## config.mk

```make
export PLATFORM = sky130hd
export DESIGN_NAME = mcif_arb_ctrl4
export DESIGN_NICKNAME = d
export VERILOG_FILES = /design/src/rtl/mcif_arb_ctrl4.sv
export SDC_FILE = /design/constraint.sdc
export NUM_CORES = 1
export LEC_CHECK = 0
export BUFFER_PORTS_ARGS = -buffer_cell sky130_fd_sc_hd__buf_2
export CAP_MARGIN = 5
export CORE_AREA = 2 2 42 53
export CTS_CLUSTER_DIAMETER = 30
export DETAILED_ROUTE_END_ITERATION = 10
export DIE_AREA = 0 0 44 55
export PLACE_DENSITY = 0.79
export SETUP_SLACK_MARGIN = 0.02
export SLEW_MARGIN = 25
export SYNTH_ARGS = -nofsm -noshare
export SYNTH_HDL_FRONTEND = slang
export SYNTH_SLANG_ARGS = --single-unit
```

## constraint.sdc

```tcl
create_clock -name clk -period 3.32 [get_ports clk]
set_input_delay 0.166 -clock clk [delete_from_list [all_inputs] [get_ports clk]]
set_output_delay 0.166 -clock clk [all_outputs]
set_load 0.01 [all_outputs]
```

## src/rtl/mcif_arb_ctrl4.sv

```systemverilog
// mcif_arb_ctrl4: sequential control stage for the 4-client round-robin
// memory-interface arbiter. It enables the downstream combinational
// arbiter in IDLE, captures the winner, and holds that grant for a whole
// burst. It counts beats against mem_ready, then releases the grant.
module mcif_arb_ctrl4 #(
    parameter int LEN_W = 4
) (
    input  logic               clk,
    input  logic               rst,
    input  logic [3:0]         req,
    input  logic [4*LEN_W-1:0] req_len,
    input  logic               mem_ready,
    input  logic [1:0]         nxt_arb_id,
    output logic [3:0]         arb_req,
    output logic               arb_en,
    output logic [1:0]         cur_arb_id,
    output logic [3:0]         gnt,
    output logic               gnt_vld,
    output logic [3:0]         gnt_ack,
    output logic [LEN_W-1:0]   beat_cnt,
    output logic               beat_last
);

    typedef enum logic {
        IDLE = 1'b0,
        XFER = 1'b1
    } state_e;

    state_e             state_q, state_d;
    logic [1:0]         curId_q, curId_d;
    logic [3:0]         gnt_q, gnt_d;
    logic               gntVld_q, gntVld_d;
    logic [3:0]         gntAck_q, gntAck_d;
    logic [LEN_W-1:0]   beatCnt_q, beatCnt_d;

    logic [LEN_W-1:0]   selLen;
    logic [3:0]         winOneHot;

    assign selLen    = req_len[nxt_arb_id*LEN_W +: LEN_W];
    assign winOneHot = 4'b0001 << nxt_arb_id;

    // Next-state logic: grant the comb arbiter's winner in IDLE, then count beats down in XFER
    always_comb begin
        state_d   = state_q;
        curId_d   = curId_q;
        gnt_d     = gnt_q;
        gntVld_d  = gntVld_q;
        gntAck_d  = gntAck_q;
        beatCnt_d = beatCnt_q;
        case (state_q)
            IDLE: begin
                if (req != 4'b0000) begin
                    curId_d   = nxt_arb_id;
                    gnt_d     = winOneHot;
                    gntAck_d  = winOneHot;
                    gntVld_d  = 1'b1;
                    beatCnt_d = selLen;
                    state_d   = XFER;
                end
            end
            XFER: begin
                gntAck_d = 4'b0000;
                if (mem_ready) begin
                    if (beatCnt_q != '0) begin
                        beatCnt_d = beatCnt_q - LEN_W'(1);
                    end else begin
                        gnt_d    = 4'b0000;
                        gntVld_d = 1'b0;
                        state_d  = IDLE;
                    end
                end
            end
            default: begin
                state_d = IDLE;
            end
        endcase
    end

    // State and registered outputs; reset leaves the pointer at 3 so client 0 wins first
    always_ff @(posedge clk) begin
        if (rst) begin
            state_q   <= IDLE;
            curId_q   <= 2'd3;
            gnt_q     <= 4'b0000;
            gntVld_q  <= 1'b0;
            gntAck_q  <= 4'b0000;
            beatCnt_q <= '0;
        end else begin
            state_q   <= state_d;
            curId_q   <= curId_d;
            gnt_q     <= gnt_d;
            gntVld_q  <= gntVld_d;
            gntAck_q  <= gntAck_d;
            beatCnt_q <= beatCnt_d;
        end
    end

    assign arb_req    = req;
    assign arb_en     = (state_q == IDLE) && (req != 4'b0000);
    assign cur_arb_id = curId_q;
    assign gnt        = gnt_q;
    assign gnt_vld    = gntVld_q;
    assign gnt_ack    = gntAck_q;
    assign beat_cnt   = beatCnt_q;
    assign beat_last  = gntVld_q & mem_ready & (beatCnt_q == '0);

endmodule

```

==> metrics.md <==
| Metric | Value |
|---|---|
| Min-Delay Path Depth | 2 |
| Die area | 2420 sq um |
| Max Root-Sink Buffers | 2 |
| Height of the die | 55 um |
| Row count | 18 |
| Mapped Cells | 88 |
| Minimum clock period after layout | 1710 ps |
| Vias in the first global route | 748 |
| Post-CTS Setup Inserts | 0 |
| Hold wc startpoint | rst |
| DRC | 0 |
| ANT cells | 0 |
| CP endpoint kind | primary output |
| Largest net degree at the start of global routing | 14 |
| I/O pin count | 46 |
| First DRT Iteration DRCs | 6 |
| Worst path max stage delay | 340 ps |
| Outcome | completed |
| CTS Buf Count | 3 |
| Post-CTS Resized | 0 |
| Worst EP required | 3150 ps |
| Initial Util | 43.3% |
| Mapped Nets | 114 |
| Critical path class | register to primary output |
| WHS Endpoint | gnt_ack[3] |
| Worst-path clk slew | 90 ps |
| Via Count | 825 |
| Input/output buffers | 45 |
| Reg2Reg Depth | 6 |
| Hpwl dp | 1580 um |
| Clk_skew | 1.47 ps |
| Nets | 155 |
| Unrepaired setup endpoints after global routing | false |
| Drt wl/cell | 13.3 um |
| Crit path DAT | 1550 ps |
| Crit-path max FO | 3 |
| Crit-path cells | inv_1 -> ha_1 -> nor3b_1 -> and3_1 -> buf_2 |
| Slew margin rel. | 75.2% |
| Worst Setup Start Kind | register |
| Share of cells above drive strength 1 | 44.5% |
| Area of the multi-input gates | 434 sq um |
| Routability congestion estimate | 0.836 |
| Drt first pass iters | 4 |
| Final period util | 51.5% |
| Hold_buf cts | 0 |
| H-tree depth | 1 |
| Sequential area share after synthesis | 38.2% |
| Synth Cell Area | 838 sq um |
| Clk sinks | 16 |
| Total wire length | 1970 um |
| CTS root buffer | clkbuf_4 |
| Static Leak | 0.508 nW |
| Core ar. | 1940 sq um |
| Sequential cell area | 320 sq um |
| Final hold viol count | 0 |
| Post-DP Area | 1020 sq um |
| Pwr dens | 449 nW/um^2 |
| Initial antenna violation count | 0 |
| Achievable frequency | 584 MHz |
| Sum Neg Setup Slack | 0 ps |
| Worst Hold Slack | 197 ps |
| Final Setup Violations | 0 |
| Post-route cell area | 1060 sq um |
| Worst-margin pin slew | 372 ps |
| Hold crit path type | input pin to register |
| Worst R2R Setup Slack | 1710 ps |
| Die X | 44 um |
| CTS tree | done |
| #FFs+latches synth | 16 |
| GRT Util Overall | 18.7% |
| Residual antenna-violating net count after detailed routing | 0 |
| Slew Limit Fails | 0 |
| Drt via density | 5.57 |
| P&R area growth vs syn | 26.3% |
| R2R Path End | gnt[2] |
| Fillers | 181 |
| Clk Latency, worst-skew pair | 290 ps |
| Synth cell types | 35 |
| Synth warn | 0 |
| Slowest cell on crit path | dfxtp_1 |
| VDD IR max | 0.000297 V |
| Average size of a mapped cell | 9.53 sq um |
| First-pass GRT wire length | 3270 um |
| Worst R2R Start | beat_cnt[0] |
| Grt total ovfl | 0 |
| Max Cap Viol | 0 |
## routing by layer
metal,GRT usage (%),share of wire (%),vias up
li1,-,-,402
met4,8.59,2.1,0
met1,21.0,39,383
met5,0,0,-
met2,33.8,52,33
met3,3.90,7.4,7
## sequential cells by signal, indices dropped and copies added (netlist names)
signal	count
gnt_vld	1
state_q	1
gnt_ack	4
beat_cnt	4
gnt	4
cur_arb_id	2
## synthesized netlist by cell type, drive strengths merged
library cell   n  area (sq um)
dfxtp         16           320
nand2         10          37.5
buf            8          62.6
nor2           7          28.8
a21oi          4          20.0
inv            4          17.5
mux4           4          90.1
a21o           3          22.5
a22o           3          26.3
a22oi          3          22.5
a31oi          2          12.5
nand3          2          10.0
nand3b         2          15.0
nor2b          2          12.5
nor3b          2          15.0
or2            2          12.5
a211oi         1          7.51
a32o           1          10.0
a32oi          1          8.76
and2           1          6.26
and3           1          6.26
clkbuf         1          3.75
ha             1          12.5
nand2b         1          6.26
nand4          1          6.26
nor3           1          5.00
nor4           1          21.3
o211ai         1          7.51
o21ai          1          5.00
o22ai          1          6.26
## stage by stage
step	util (%)	worst slack, ps	cells	total power [mW]
floorplan	-	1810	88	0.309
global placement	52.8	1790	144	0.345
detailed placement	52.8	1720	144	0.349
CTS	54.7	1610	148	0.479
global route	54.7	1450	148	0.505
finish	54.7	1610	148	0.476
## cell usage in the layout (no fill, tap or decap)
| cell type | Yosys | final |
|---|---|---|
| or2_2 | 1 | 1 |
| ha_1 | 1 | 1 |
| a32o_1 | 1 | 1 |
| inv_1 | 3 | 3 |
| o211ai_1 | 1 | 1 |
| a21oi_1 | 4 | 4 |
| nor3_1 | 1 | 1 |
| o22ai_1 | 1 | 1 |
| and3_1 | 1 | 1 |
| nor2_1 | 6 | 6 |
| nand3_1 | 2 | 2 |
| a21o_1 | 3 | 3 |
| nand2_1 | 10 | 10 |
| nor3b_1 | 2 | 2 |
| a32oi_1 | 1 | 1 |
| mux4_2 | 4 | 4 |
| nor2_2 | 1 | 1 |
| nor4_4 | 1 | 1 |
| buf_2 | 2 | 45 |
| nor2b_1 | 2 | 2 |
| a22oi_1 | 3 | 3 |
| or2_1 | 1 | 1 |
| dfxtp_1 | 16 | 16 |
| clkbuf_8 | 0 | 1 |
| nand3b_1 | 2 | 2 |
| inv_4 | 1 | 1 |
| a22o_1 | 3 | 3 |
| nand4_1 | 1 | 1 |
| and2_1 | 1 | 1 |
| a31oi_1 | 2 | 2 |
| clkbuf_4 | 0 | 3 |
| o21ai_0 | 1 | 1 |
| nand2b_1 | 1 | 1 |
| a211oi_1 | 1 | 1 |
## where the power goes
part           switching [mW]  internal (mW)
Clock                  0.0639         0.0669
Combinational          0.0646         0.0578
Sequential             0.0140          0.208
## cell type report
type | instances | area share (%)
Multi-Input combinational cell | 59 | 41.0
Sequential cell | 16 | 30.3
Timing Repair Buffer | 45 | 21.3
Clock buffer | 4 | 3.43
Tap cell | 20 | 2.36
Inverter | 4 | 1.65
## critical path, delay by kind of cell, from the launching register on
family,cells,cell delay [ps]
adder cells (fa/ha/maj),1,190
buffers and inverters,2,220
flip-flops,1,340
AND/OR/NAND/NOR,2,500
## how the worst max path moves through the flow
stage                            from        end  cells past startpoint
after CTS                 beat_cnt[0]  beat_last                      5
final                     beat_cnt[0]  beat_last                      5
after floorplan           beat_cnt[0]     gnt[1]                      6
after global routing      beat_cnt[0]  beat_last                      5
after detailed placement  beat_cnt[0]     gnt[1]                      6
after global placement    beat_cnt[0]     gnt[1]                      6
## cell families (layout without fill, tap and decap cells)
group | after synthesis | count (layout) | synth area share [%]
muxes | 4 | 4 | 10.7
AOI/OAI and AO/OA | 21 | 21 | 17.8
DFF | 16 | 16 | 38.2
adders and majority gates | 1 | 1 | 1.49
and+or+nand+nor | 33 | 33 | 21.8
buffers and inverters | 13 | 53 | 10.0
(Power assumes the default switching activity.)
